[src/rtl/axil_master_if.sv]
// AXI4-Lite bus bundle between axil_master (master modport) and a slave (slave modport).
interface axil_master_if #(
  parameter int ADDR_WIDTH = 8,
  parameter int DATA_WIDTH = 32
);
  localparam int STRB_WIDTH = DATA_WIDTH / 8;

  logic [ADDR_WIDTH-1:0] AWADDR;
  logic [2:0]            AWPROT;
  logic                  AWVALID;
  logic                  AWREADY;

  logic [DATA_WIDTH-1:0] WDATA;
  logic [STRB_WIDTH-1:0] WSTRB;
  logic                  WVALID;
  logic                  WREADY;

  logic [1:0]            BRESP;
  logic                  BVALID;
  logic                  BREADY;

  logic [ADDR_WIDTH-1:0] ARADDR;
  logic [2:0]            ARPROT;
  logic                  ARVALID;
  logic                  ARREADY;

  logic [DATA_WIDTH-1:0] RDATA;
  logic [1:0]            RRESP;
  logic                  RVALID;
  logic                  RREADY;

  modport master (
    output AWADDR, AWPROT, AWVALID, input AWREADY,
    output WDATA, WSTRB, WVALID, input WREADY,
    input  BRESP, BVALID, output BREADY,
    output ARADDR, ARPROT, ARVALID, input ARREADY,
    input  RDATA, RRESP, RVALID, output RREADY
  );

  modport slave (
    input  AWADDR, AWPROT, AWVALID, output AWREADY,
    input  WDATA, WSTRB, WVALID, output WREADY,
    output BRESP, BVALID, input BREADY,
    input  ARADDR, ARPROT, ARVALID, output ARREADY,
    output RDATA, RRESP, RVALID, input RREADY
  );
endinterface

[src/rtl/axil_master.sv]
// AXI4-Lite initiator: turns one local command at a time into an AW/W/B or AR/R transaction.
// Defining AXIL_MASTER_TIMEOUT_EN adds a response watchdog with a DRAIN state.
module axil_master #(
  parameter int DATA_WIDTH     = 32,
  parameter int ADDR_WIDTH     = 8,
  parameter int STRB_WIDTH     = DATA_WIDTH / 8,
  parameter int TIMEOUT_CYCLES = 256
) (
  input  logic                  clk,
  input  logic                  reset,
  input  logic                  cmd_valid,
  output logic                  cmd_ready,
  input  logic                  cmd_write,
  input  logic [ADDR_WIDTH-1:0] cmd_addr,
  input  logic [DATA_WIDTH-1:0] cmd_wdata,
  input  logic [STRB_WIDTH-1:0] cmd_wstrb,
  output logic                  rsp_valid,
  output logic                  rsp_write,
  output logic [1:0]            rsp_resp,
  output logic [DATA_WIDTH-1:0] rsp_rdata,
  axil_master_if.master         axi
);

  typedef enum logic [2:0] {
    IDLE, WR_REQ, WR_RESP, RD_REQ, RD_RESP
`ifdef AXIL_MASTER_TIMEOUT_EN
    , DRAIN
`endif
  } state_t;

  state_t                state, state_n;
  logic                  awvalid, awvalid_n, wvalid, wvalid_n, bready, bready_n;
  logic                  arvalid, arvalid_n, rready, rready_n;
  logic                  aw_done, aw_done_n, w_done, w_done_n, op_write, op_write_n;
  logic [ADDR_WIDTH-1:0] addr, addr_n;
  logic [DATA_WIDTH-1:0] wdata, wdata_n, rsp_rdata_n;
  logic [STRB_WIDTH-1:0] wstrb, wstrb_n;
  logic                  cmd_ready_n, rsp_valid_n, rsp_write_n;
  logic [1:0]            rsp_resp_n;
  logic                  aw_hs, w_hs, b_hs, ar_hs, r_hs;

  if (TIMEOUT_CYCLES < 2) begin : g_timeout_check
    $error("axil_master: TIMEOUT_CYCLES must be at least 2");
  end

`ifdef AXIL_MASTER_TIMEOUT_EN
  localparam int CNT_W = $clog2(TIMEOUT_CYCLES);
  logic [CNT_W-1:0] cnt, cnt_n;
  logic             tmo, tmo_n;
`endif

  assign axi.AWADDR  = addr;
  assign axi.AWPROT  = 3'b000;
  assign axi.AWVALID = awvalid;
  assign axi.WDATA   = wdata;
  assign axi.WSTRB   = wstrb;
  assign axi.WVALID  = wvalid;
  assign axi.BREADY  = bready;
  assign axi.ARADDR  = addr;
  assign axi.ARPROT  = 3'b000;
  assign axi.ARVALID = arvalid;
  assign axi.RREADY  = rready;

  assign aw_hs = awvalid & axi.AWREADY;
  assign w_hs  = wvalid  & axi.WREADY;
  assign b_hs  = bready  & axi.BVALID;
  assign ar_hs = arvalid & axi.ARREADY;
  assign r_hs  = rready  & axi.RVALID;

  // Next-state and next-output logic; every output is registered from these values.
  always_comb begin
    state_n     = state;
    cmd_ready_n = 1'b0;
    awvalid_n   = awvalid;
    wvalid_n    = wvalid;
    bready_n    = bready;
    arvalid_n   = arvalid;
    rready_n    = rready;
    aw_done_n   = aw_done;
    w_done_n    = w_done;
    op_write_n  = op_write;
    addr_n      = addr;
    wdata_n     = wdata;
    wstrb_n     = wstrb;
    rsp_valid_n = 1'b0;
    rsp_write_n = rsp_write;
    rsp_resp_n  = rsp_resp;
    rsp_rdata_n = rsp_rdata;

    case (state)
      IDLE: begin
        cmd_ready_n = 1'b1;
        if (cmd_valid && cmd_ready) begin
          cmd_ready_n = 1'b0;
          op_write_n  = cmd_write;
          addr_n      = cmd_addr;
          aw_done_n   = 1'b0;
          w_done_n    = 1'b0;
          if (cmd_write) begin
            wdata_n   = cmd_wdata;
            wstrb_n   = cmd_wstrb;
            awvalid_n = 1'b1;
            wvalid_n  = 1'b1;
            state_n   = WR_REQ;
          end else begin
            arvalid_n = 1'b1;
            state_n   = RD_REQ;
          end
        end
      end
      WR_REQ: begin
        if (aw_hs) begin
          awvalid_n = 1'b0;
          aw_done_n = 1'b1;
        end
        if (w_hs) begin
          wvalid_n = 1'b0;
          w_done_n = 1'b1;
        end
        if ((aw_done || aw_hs) && (w_done || w_hs)) begin
          bready_n = 1'b1;
          state_n  = WR_RESP;
        end
      end
      WR_RESP: begin
        if (b_hs) begin
          bready_n    = 1'b0;
          rsp_valid_n = 1'b1;
          rsp_write_n = op_write;
          rsp_resp_n  = axi.BRESP;
          cmd_ready_n = 1'b1;
          state_n     = IDLE;
        end
      end
      RD_REQ: begin
        if (ar_hs) begin
          arvalid_n = 1'b0;
          rready_n  = 1'b1;
          state_n   = RD_RESP;
        end
      end
      RD_RESP: begin
        if (r_hs) begin
          rready_n    = 1'b0;
          rsp_valid_n = 1'b1;
          rsp_write_n = op_write;
          rsp_resp_n  = axi.RRESP;
          rsp_rdata_n = axi.RDATA;
          cmd_ready_n = 1'b1;
          state_n     = IDLE;
        end
      end
`ifdef AXIL_MASTER_TIMEOUT_EN
      DRAIN: begin
        if (b_hs || r_hs) begin
          bready_n    = 1'b0;
          rready_n    = 1'b0;
          cmd_ready_n = 1'b1;
          state_n     = IDLE;
        end
      end
`endif
      default: state_n = IDLE;
    endcase

`ifdef AXIL_MASTER_TIMEOUT_EN
    // A timed-out transaction still finishes its handshakes, but its late response is swallowed in DRAIN.
    cnt_n = cnt;
    tmo_n = tmo;
    if (state == IDLE) begin
      cnt_n = '0;
      tmo_n = 1'b0;
    end else if (aw_hs || w_hs || b_hs || ar_hs || r_hs) begin
      cnt_n = '0;
    end else if (state != DRAIN && !tmo) begin
      if (cnt == CNT_W'(TIMEOUT_CYCLES - 1)) begin
        tmo_n       = 1'b1;
        rsp_valid_n = 1'b1;
        rsp_write_n = op_write;
        rsp_resp_n  = 2'b11;
      end else begin
        cnt_n = cnt + 1'b1;
      end
    end
    if (tmo_n && (state_n == WR_RESP || state_n == RD_RESP)) state_n = DRAIN;
`endif
  end

  // State and output registers.
  always_ff @(posedge clk) begin
    if (reset) begin
      state     <= IDLE;
      cmd_ready <= 1'b0;
      awvalid   <= 1'b0;
      wvalid    <= 1'b0;
      bready    <= 1'b0;
      arvalid   <= 1'b0;
      rready    <= 1'b0;
      aw_done   <= 1'b0;
      w_done    <= 1'b0;
      op_write  <= 1'b0;
      addr      <= '0;
      wdata     <= '0;
      wstrb     <= '0;
      rsp_valid <= 1'b0;
      rsp_write <= 1'b0;
      rsp_resp  <= 2'b00;
      rsp_rdata <= '0;
`ifdef AXIL_MASTER_TIMEOUT_EN
      cnt       <= '0;
      tmo       <= 1'b0;
`endif
    end else begin
      state     <= state_n;
      cmd_ready <= cmd_ready_n;
      awvalid   <= awvalid_n;
      wvalid    <= wvalid_n;
      bready    <= bready_n;
      arvalid   <= arvalid_n;
      rready    <= rready_n;
      aw_done   <= aw_done_n;
      w_done    <= w_done_n;
      op_write  <= op_write_n;
      addr      <= addr_n;
      wdata     <= wdata_n;
      wstrb     <= wstrb_n;
      rsp_valid <= rsp_valid_n;
      rsp_write <= rsp_write_n;
      rsp_resp  <= rsp_resp_n;
      rsp_rdata <= rsp_rdata_n;
`ifdef AXIL_MASTER_TIMEOUT_EN
      cnt       <= cnt_n;
      tmo       <= tmo_n;
`endif
    end
  end

endmodule

[src/flat_wrapper.sv]
// flat-port wrapper written by rule: the top's interface ports become plain ports
module axil_master_flat 
#(
  parameter int DATA_WIDTH     = 32,
  parameter int ADDR_WIDTH     = 8,
  parameter int STRB_WIDTH     = DATA_WIDTH / 8,
  parameter int TIMEOUT_CYCLES = 256
)
  (clk, reset, cmd_valid, cmd_ready, cmd_write, cmd_addr, cmd_wdata, cmd_wstrb, rsp_valid, rsp_write, rsp_resp, rsp_rdata, axi_AWADDR, axi_AWPROT, axi_AWVALID, axi_AWREADY, axi_WDATA, axi_WSTRB, axi_WVALID, axi_WREADY, axi_BRESP, axi_BVALID, axi_BREADY, axi_ARADDR, axi_ARPROT, axi_ARVALID, axi_ARREADY, axi_RDATA, axi_RRESP, axi_RVALID, axi_RREADY);
  axil_master_if #(.ADDR_WIDTH(ADDR_WIDTH), .DATA_WIDTH(DATA_WIDTH)) axi_i ();
  input  logic clk;
  input  logic reset;
  input  logic cmd_valid;
  output logic cmd_ready;
  input  logic cmd_write;
  input  logic [ADDR_WIDTH-1:0] cmd_addr;
  input  logic [DATA_WIDTH-1:0] cmd_wdata;
  input  logic [STRB_WIDTH-1:0] cmd_wstrb;
  output logic rsp_valid;
  output logic rsp_write;
  output logic [1:0] rsp_resp;
  output logic [DATA_WIDTH-1:0] rsp_rdata;
  output wire logic [$bits(axi_i.AWADDR)-1:0] axi_AWADDR;
  output wire logic [$bits(axi_i.AWPROT)-1:0] axi_AWPROT;
  output wire logic [$bits(axi_i.AWVALID)-1:0] axi_AWVALID;
  input wire logic [$bits(axi_i.AWREADY)-1:0] axi_AWREADY;
  output wire logic [$bits(axi_i.WDATA)-1:0] axi_WDATA;
  output wire logic [$bits(axi_i.WSTRB)-1:0] axi_WSTRB;
  output wire logic [$bits(axi_i.WVALID)-1:0] axi_WVALID;
  input wire logic [$bits(axi_i.WREADY)-1:0] axi_WREADY;
  input wire logic [$bits(axi_i.BRESP)-1:0] axi_BRESP;
  input wire logic [$bits(axi_i.BVALID)-1:0] axi_BVALID;
  output wire logic [$bits(axi_i.BREADY)-1:0] axi_BREADY;
  output wire logic [$bits(axi_i.ARADDR)-1:0] axi_ARADDR;
  output wire logic [$bits(axi_i.ARPROT)-1:0] axi_ARPROT;
  output wire logic [$bits(axi_i.ARVALID)-1:0] axi_ARVALID;
  input wire logic [$bits(axi_i.ARREADY)-1:0] axi_ARREADY;
  input wire logic [$bits(axi_i.RDATA)-1:0] axi_RDATA;
  input wire logic [$bits(axi_i.RRESP)-1:0] axi_RRESP;
  input wire logic [$bits(axi_i.RVALID)-1:0] axi_RVALID;
  output wire logic [$bits(axi_i.RREADY)-1:0] axi_RREADY;
  assign axi_AWADDR = axi_i.AWADDR;
  assign axi_AWPROT = axi_i.AWPROT;
  assign axi_AWVALID = axi_i.AWVALID;
  assign axi_i.AWREADY = axi_AWREADY;
  assign axi_WDATA = axi_i.WDATA;
  assign axi_WSTRB = axi_i.WSTRB;
  assign axi_WVALID = axi_i.WVALID;
  assign axi_i.WREADY = axi_WREADY;
  assign axi_i.BRESP = axi_BRESP;
  assign axi_i.BVALID = axi_BVALID;
  assign axi_BREADY = axi_i.BREADY;
  assign axi_ARADDR = axi_i.ARADDR;
  assign axi_ARPROT = axi_i.ARPROT;
  assign axi_ARVALID = axi_i.ARVALID;
  assign axi_i.ARREADY = axi_ARREADY;
  assign axi_i.RDATA = axi_RDATA;
  assign axi_i.RRESP = axi_RRESP;
  assign axi_i.RVALID = axi_RVALID;
  assign axi_RREADY = axi_i.RREADY;
  axil_master #(.DATA_WIDTH(DATA_WIDTH), .ADDR_WIDTH(ADDR_WIDTH), .STRB_WIDTH(STRB_WIDTH), .TIMEOUT_CYCLES(TIMEOUT_CYCLES)) u_core (.clk(clk), .reset(reset), .cmd_valid(cmd_valid), .cmd_ready(cmd_ready), .cmd_write(cmd_write), .cmd_addr(cmd_addr), .cmd_wdata(cmd_wdata), .cmd_wstrb(cmd_wstrb), .rsp_valid(rsp_valid), .rsp_write(rsp_write), .rsp_resp(rsp_resp), .rsp_rdata(rsp_rdata), .axi(axi_i));
endmodule
[config.mk]
export PLATFORM = sky130hd
export DESIGN_NAME = axil_master_flat
export DESIGN_NICKNAME = d
export VERILOG_FILES = /design/src/rtl/axil_master_if.sv /design/src/rtl/axil_master.sv /design/src/flat_wrapper.sv
export SDC_FILE = /design/constraint.sdc
export NUM_CORES = 1
export LEC_CHECK = 0
export CAP_MARGIN = 20
export CORE_MARGIN = 8
export CORE_UTILIZATION = 35
export CTS_CLUSTER_DIAMETER = 40
export DETAILED_ROUTE_END_ITERATION = 10
export HOLD_SLACK_MARGIN = 0.12
export PLACE_DENSITY = 0.74
export SYNTH_ARGS = -nofsm -noshare
export SYNTH_HDL_FRONTEND = slang
export SYNTH_SLANG_ARGS = --single-unit
[constraint.sdc]
create_clock -name clk -period 1.59 [get_ports clk]
set_input_delay 0.3975 -clock clk [delete_from_list [all_inputs] [get_ports clk]]
set_output_delay 0.3975 -clock clk [all_outputs]
set_load 0.02 [all_outputs]
* Yosys cells after proc, flatten, opt, wreduce, memory -nomap -nowiden
Index checks and enable logic that the tools add are counted.
** Storage, ports and cells
- Register bits after elaboration :: 92
- Logic and storage cells :: 96
** Operators by class
- Equal/unequal tests :: 13
- Multiplexer cells :: 39
- Bitwise gates (word level) :: 5
- Reduce and logical (&&, ||, !) cells :: 22
** Operators with widths (number)
- 1-bit two-way mux :: 19
- 1-bit one-hot mux with 2 select lines :: 9
- 3-bit AND reduction :: 6
- 3-bit two-way mux :: 5
- 3-bit one-hot mux with 5 select lines :: 1
- 2-bit by 1-bit inequality test with 1-bit output (second input constant) :: 7
- 4-bit AND reduction :: 3
- 2-bit nonzero test :: 5
- 3-bit by 2-bit == test with 1-bit output (second input constant) :: 2
- 2-bit two-way mux :: 3
- 1-bit AND :: 5
- 5-bit AND reduction :: 1
- 2-bit inequality test (second input constant) :: 2
- 2-bit one-hot mux with 2 select lines :: 1
- 2-bit AND reduction :: 2
- 3-bit by 1-bit == test with 1-bit output (second input constant) :: 1
- 3-bit == test (second input constant) :: 1
- 3-bit zero test :: 1
- 1-bit one-hot mux with 3 select lines :: 1
- 1-bit logical AND :: 2
- 1-bit logical OR :: 2

* Logic depth before layout (Yosys ltp)
Gate-level depths: netlist (run 1).
- Depth in word-level cells :: 5
- Depth in mapped cells :: 7

* Least setup slack after synthesis (run 1)
No wires, ideal clock.
- Path type :: reg2reg
- Start :: register u_core.state[2]
- End :: register u_core.wdata[0] (netlist: u_core.axi.WDATA[0])
- Library setup time :: 0.132 ns
- Arrival :: 1.488 ns
- Slack :: -0.030 ns
- Stages on the path, launching flop included :: 8
- Path buffers :: 3
- Period minus slack after synthesis :: 1.620 ns
- Cell sequence :: dfxtp_1 > buf_6 > or3_4 > or3_1 > buf_6 > buf_6 > nand2_1 > a21oi_1
** Between the ends
- Word-level cells in the longest chain between the ends :: 2
** RTL lines
- start, declared :: RTL line axil_master.sv:31 : state_t state, state_n;
- start signal, assigned :: RTL line axil_master.sv:214 : state <= state_n;
- 3-bit zero test :: RTL line axil_master.sv:90 : case (state)
- 3-bit AND reduction (no source line)
- end signal, assigned :: RTL line axil_master.sv:225 : wdata <= wdata_n;
- end, declared :: RTL line axil_master.sv:36 : logic [DATA_WIDTH-1:0] wdata, wdata_n, rsp_rdata_n;
Every way passes these cells.
A chain may end at the register's enable or synchronous reset.

* Final worst setup path (run 1)
- Start :: register u_core.state[1]
- End :: register u_core.wstrb[1] (netlist: u_core.axi.WSTRB[1])
** Between the ends
- Word-level cells in the longest chain between the ends :: 2
** RTL lines
- 3-bit zero test :: RTL line axil_master.sv:90
- 3-bit AND reduction (no source line)
- end signal, assigned :: RTL line axil_master.sv:226 : wstrb <= wstrb_n;
- end, declared :: RTL line axil_master.sv:37 : logic [STRB_WIDTH-1:0] wstrb, wstrb_n;
Every way passes these cells.

==> results of run 1 <==
power breakdown:
group          switching (uW)  leakage [uW]  internal (uW)
registers                 104      0.000745           2470
logic                     837       0.00176            795
clock network             862      0.000110            895
metrics by stage:
step                       util  area (um2)  power (uW)
after global routing      0.616        6000        6270
after global placement    0.566        5500        4220
after floorplan               -        3520        3450
final                     0.616        6000        5960
after CTS                 0.584        5680        5920
after detailed placement  0.566        5500        4260
timing repair:
| item | in CTS | in global routing |
|---|---|---|
| endpoints found under the setup margin | 157 | 72 |
| pin swaps | 2 | 27 |
| cloned | 1 | 4 |
| resized for setup | 97 | 55 |
| setup buffers | 2 | 3 |
final timing paths:
path / startpoint / endpoint / slack [ns] / cells after the start
max reg2reg: u_core.state[1]$_SDFFE_PP0P_ / u_core.axi.WSTRB[1]$_SDFFE_PP0P_ / -0.008 / 5
min: reset / u_core.cmd_ready$_SDFF_PP0_ / 0.38 / 2
max: u_core.state[1]$_SDFFE_PP0P_ / u_core.axi.WSTRB[1]$_SDFFE_PP0P_ / -0.008 / 5
min reg2reg: u_core.rsp_rdata[30]$_SDFFE_PP0P_ / u_core.rsp_rdata[30]$_SDFFE_PP0P_ / 0.46 / 2
critical path, stage by stage, from the launching register on:
cell	delay, ns
dfxtp_4	0.37
or3_4	0.40
or3_4	0.38
clkbuf_16	0.20
nand2_1	0.08
a21oi_1	0.06
final cells by class:
| type | instances | area [um2] | area share |
|---|---|---|---|
| repair buffers | 220 | 2180 | 0.363 |
| inverters | 3 | 11.3 | 0.00188 |
| well taps | 133 | 166 | 0.0278 |
| clock buffers | 9 | 124 | 0.0207 |
| clock inverters | 7 | 98.8 | 0.0165 |
| flip-flops and latches | 92 | 1850 | 0.308 |
| multi-input cells | 300 | 1570 | 0.262 |
state kept, by name, summed over array words and instances, names as in the netlist, 2 cells and up:
signal / cells
u_core.axi.WSTRB: 4
u_core.axi.ARADDR: 8
u_core.rsp_resp: 2
u_core.axi.WDATA: 32
u_core.state: 3
u_core.rsp_rdata: 32
synthesized netlist by cell type, types with 4 or more instances:
| master | number | area share |
|---|---|---|
| a21oi_1 | 83 | 0.12 |
| dfxtp_1 | 92 | 0.53 |
| mux2i_1 | 4 | 0.011 |
| nor3b_1 | 4 | 0.0086 |
| a211oi_1 | 6 | 0.013 |
| nor2_1 | 10 | 0.011 |
| buf_2 | 4 | 0.0057 |
| buf_4 | 19 | 0.041 |
| clkbuf_1 | 15 | 0.016 |
| nand2_1 | 160 | 0.17 |
| buf_6 | 5 | 0.016 |
logic make-up (layout without fill, tap and decap cells):
logic type                after synthesis  count (layout)  share of synthesized area
and+or+nand+nor                       193             193                      0.228
AOI/OAI and AO/OA                      96              96                      0.148
DFF                                    92              92                      0.526
buffers and inverters                  46             239                     0.0819
muxes                                   4               4                     0.0114
other                                   1               6                    0.00107
xor gates and xnor gates                1               1                    0.00250
routing by layer:
metal / share of wire / GRT usage / up-vias
li1: - / - / 1779
met1: 0.37 / 0.170 / 1672
met2: 0.50 / 0.283 / 163
met3: 0.13 / 0.0839 / 15
met4: 0.013 / 0.0484 / 0
met5: 0 / 0 / -
==> impl_metrics.env, run 1 <==
export IMPL_status="finished with violations"
export IMPL_failed_checks="setup timing"
export IMPL_antenna_left=0
export IMPL_synth_cells=433
export IMPL_final_common_cell="nand2_1"
export IMPL_grt_ovfl_total=0
export IMPL_leakagePower_uw=0.00262
export IMPL_grt_pass1_wl_um=17600
export IMPL_hold_ws_ns=0.380
export IMPL_fin_setup_tns_ns=-0.0162
export IMPL_wl_per_cell_um=16.1
export IMPL_cp_end_kind="flip-flop"
export IMPL_instances_no_fill=764
export IMPL_viasPerCell=4.75
export IMPL_synth_main_ff_cell="dfxtp_1"
export IMPL_nets=715
export IMPL_numCtsBuffers=9
export IMPL_fp_row_count=36
export IMPL_final_cell_mix="143 x nand2_1, 93 x dlygate4sd2_1, 90 x dfxtp_1"
export IMPL_wl_um=12300
export IMPL_yosysSeqAreaShare=0.526
export IMPL_drc_errors=0
export IMPL_yosysWarnings=0
export IMPL_cts_hold_buffers_added=0
export IMPL_portBuffers=182
export IMPL_clk_latency_ns=0.35
export IMPL_grt_max_degree=43
export IMPL_path_clk_slew_ns=0.10
export IMPL_vias=3629
export IMPL_io_pins=189
export IMPL_hold_viol_final=0
export IMPL_async_flop_share=0
export IMPL_finalCritPeriodShare=1.01
export IMPL_grt_pass1_vias=3547
export IMPL_place_hpwl_um=8770
export IMPL_antenna_found_initial=0
export IMPL_criticalPathCategory="flip-flop to flip-flop"
export IMPL_powerDensity_nw_per_um2=995
export IMPL_clock_skew_ns=0.0154
export IMPL_antenna_cells=0
export IMPL_netlist_area_um2=3500
export IMPL_path_max_fanout=18
export IMPL_grt_total_usage=0.164
export IMPL_cts_tree="yes"
export IMPL_fillers=870
export IMPL_fmax_mhz=626
export IMPL_cp_arrival_ns=1.85
export IMPL_period_needed_ns=1.60
export IMPL_hold_class="input port to flip-flop"
export IMPL_cts_sinks=92
export IMPL_htreeDepth=3
export IMPL_coreArea_um2=9730
export IMPL_setup_viol=5
export IMPL_rsz0062_at_grt="yes"
export IMPL_gp_congestion=0.803
export IMPL_root_buffer="clkbuf_8"
export IMPL_drive_gt1_frac=0.163
export IMPL_die_area_um2=13500
export IMPL_drt_iter0_drc=173
export IMPL_clk_path_buf_depth=2
export IMPL_place_ws_ns=-0.291
export IMPL_worstPathRequired_ns=1.84
export IMPL_start_util=0.360
export IMPL_fin_ws_ns=-0.00832
export IMPL_die_w_um=116
export IMPL_syn_to_final_growth_pct=71.4
export IMPL_synth_cell_types=33
export IMPL_dpl_cell_count=738
export IMPL_cap_violations=0
export IMPL_vdd_ir_drop_max_mv=0.579
export IMPL_crit_path_start_kind="flip-flop"
export IMPL_syn_avg_cell_area_um2=8.08
export IMPL_maxSlewViolCount=0
export IMPL_synth_edf_count=0
export IMPL_dr_pass1_iters=4
export IMPL_ys_ff_latch=92
export IMPL_dieHeight_um=116
Note: power is estimated with default switching activity, not from simulation.
==> run 2, diff against run 1 <==
--- a/config.mk
+++ b/config.mk
@@ -10,8 +10,10 @@
 export CORE_UTILIZATION = 35
 export CTS_CLUSTER_DIAMETER = 40
 export DETAILED_ROUTE_END_ITERATION = 10
+export GPL_TIMING_DRIVEN = 0
 export HOLD_SLACK_MARGIN = 0.12
 export PLACE_DENSITY = 0.74
+export SETUP_SLACK_MARGIN = 0.5
 export SYNTH_ARGS = -nofsm -noshare
 export SYNTH_HDL_FRONTEND = slang
 export SYNTH_SLANG_ARGS = --single-unit
==> impl_metrics.env, run 2 (synthesis gave the netlist of run 1 again) <==
export IMPL_leakagePower_uw=0.00288
export IMPL_start_util=0.360
export IMPL_worstPathRequired_ns=1.82
export IMPL_grt_ovfl_total=0
export IMPL_path_max_fanout=7
export IMPL_fillers=695
export IMPL_dieHeight_um=116
export IMPL_final_util=0.740
export IMPL_htreeDepth=3
export IMPL_final_cell_mix="116 x buf_6, 113 x nand2_1, 88 x clkdlybuf4s50_1"
export IMPL_maxSlewViolCount=0
export IMPL_setup_viol=54
export IMPL_p_total_uw=6720
export IMPL_drc_errors=0
export IMPL_coreArea_um2=9730
export IMPL_portBuffers=182
export IMPL_max_slew_margin=0.629
export IMPL_numCtsBuffers=9
export IMPL_grt_pass1_vias=3843
export IMPL_cts_sinks=92
export IMPL_crit_path_start_kind="input port"
export IMPL_fin_ws_ns=-0.140
export IMPL_dr_pass1_iters=4
export IMPL_antenna_found_initial=0
export IMPL_grt_pass1_wl_um=19900
export IMPL_cap_violations=0
export IMPL_cp_arrival_ns=1.96
export IMPL_io_pins=189
export IMPL_syn_to_final_growth_pct=106
export IMPL_seqCellArea_um2=1960
export IMPL_place_hpwl_um=8960
export IMPL_finalCritPeriodShare=1.09
export IMPL_die_w_um=116
export IMPL_wl_um=14100
export IMPL_path_clk_slew_ns=0.11
export IMPL_vdd_ir_drop_max_mv=0.576
export IMPL_hold_class="flip-flop to flip-flop"
export IMPL_multi_input_area_um2=1870
export IMPL_root_buffer="clkbuf_8"
export IMPL_failed_checks="setup timing"
export IMPL_period_needed_ns=1.73
export IMPL_grt_max_degree=18
export IMPL_viasPerCell=4.77
export IMPL_criticalPathCategory="input port to flip-flop"
export IMPL_r2r_setup_slack_ns=-0.12
export IMPL_die_area_um2=13500
export IMPL_clk_path_buf_depth=2
export IMPL_cts_tree="yes"
export IMPL_clock_skew_ns=0.0179
export IMPL_final_common_cell="buf_6"
export IMPL_gp_congestion=0.763
export IMPL_clk_latency_ns=0.36
export IMPL_tightest_slew_ns=0.557
export IMPL_powerDensity_nw_per_um2=933
export IMPL_status="finished with violations"
export IMPL_antenna_cells=0
export IMPL_nets=785
export IMPL_vias=3979
export IMPL_wl_per_cell_um=16.9
export IMPL_antenna_left=0
export IMPL_grt_total_usage=0.188
export IMPL_cp_end_kind="flip-flop"
export IMPL_rsz0062_at_grt="yes"
export IMPL_hold_viol_final=0
export IMPL_fmax_mhz=578
export IMPL_fp_row_count=36
export IMPL_drive_gt1_frac=0.593
export IMPL_drt_iter0_drc=150
run 2: final timing paths:
path	start	endpoint	depth (start not counted)
setup / recovery	cmd_valid	u_core.axi.WDATA[9]$_SDFFE_PP0P_	7
hold reg to reg	u_core.axi.WDATA[18]$_SDFFE_PP0P_	u_core.axi.WDATA[18]$_SDFFE_PP0P_	2
hold / removal	u_core.axi.WDATA[18]$_SDFFE_PP0P_	u_core.axi.WDATA[18]$_SDFFE_PP0P_	2
setup reg to reg	u_core.state[2]$_SDFFE_PP0P_	u_core.axi.WDATA[9]$_SDFFE_PP0P_	7
run 2: metrics by stage:
step	setup WS, ns	instances	cell area (um2)	TNS (ns)	hold WS [ns]
after floorplan	-0.0300	438	3550	-0.899	0.455
after global placement	-0.506	753	5540	-34.48	0.440
after detailed placement	-0.538	753	5540	-37.94	0.446
after CTS	-0.106	804	6630	-3.52	0.464
after global routing	-0.161	834	7200	-7.12	0.480
final	-0.140	834	7200	-5.07	0.462
run 2: critical path, stage by stage:
cell and delay (ns):
clkdlybuf4s50_1 0.55, nand2_2 0.20, or3_4 0.39, buf_8 0.16
buf_8 0.14, nand2_2 0.06, a21oi_1 0.07
run 2: final cells by class:
type / count / area share
Sequential cell: 92 / 0.273
Tap cell: 133 / 0.0231
Inverter: 3 / 0.00156
Buffer: 43 / 0.0551
Timing Repair Buffer: 246 / 0.358
Multi-Input combinational cell: 301 / 0.260
Clock inverter: 6 / 0.0106
Clock buffer: 10 / 0.0191
run 2: repair_timing:
action,4_1_cts,5_1_grt
pin swaps,57,30
cloned,7,3
hold buffers,0,0
setup endpoints to repair,186,186
resized for setup,752,85
buffers inserted,28,27
run 2: where the power goes:
group          switching (uW)  internal (uW)  total [uW]
Clock                     918            805        1720
Combinational            1100           1250        2350
Sequential                142           2490        2640
Total                    2160           4550        6720
run 2: metal layers:
| metal | wire, um | GRT usage | up-vias |
|---|---|---|---|
| li1 | - | - | 1933 |
| met1 | 5280 | 0.202 | 1869 |
| met2 | 7110 | 0.329 | 157 |
| met3 | 1540 | 0.0808 | 20 |
| met4 | 194 | 0.0484 | 0 |
| met5 | 0 | 0 | - |
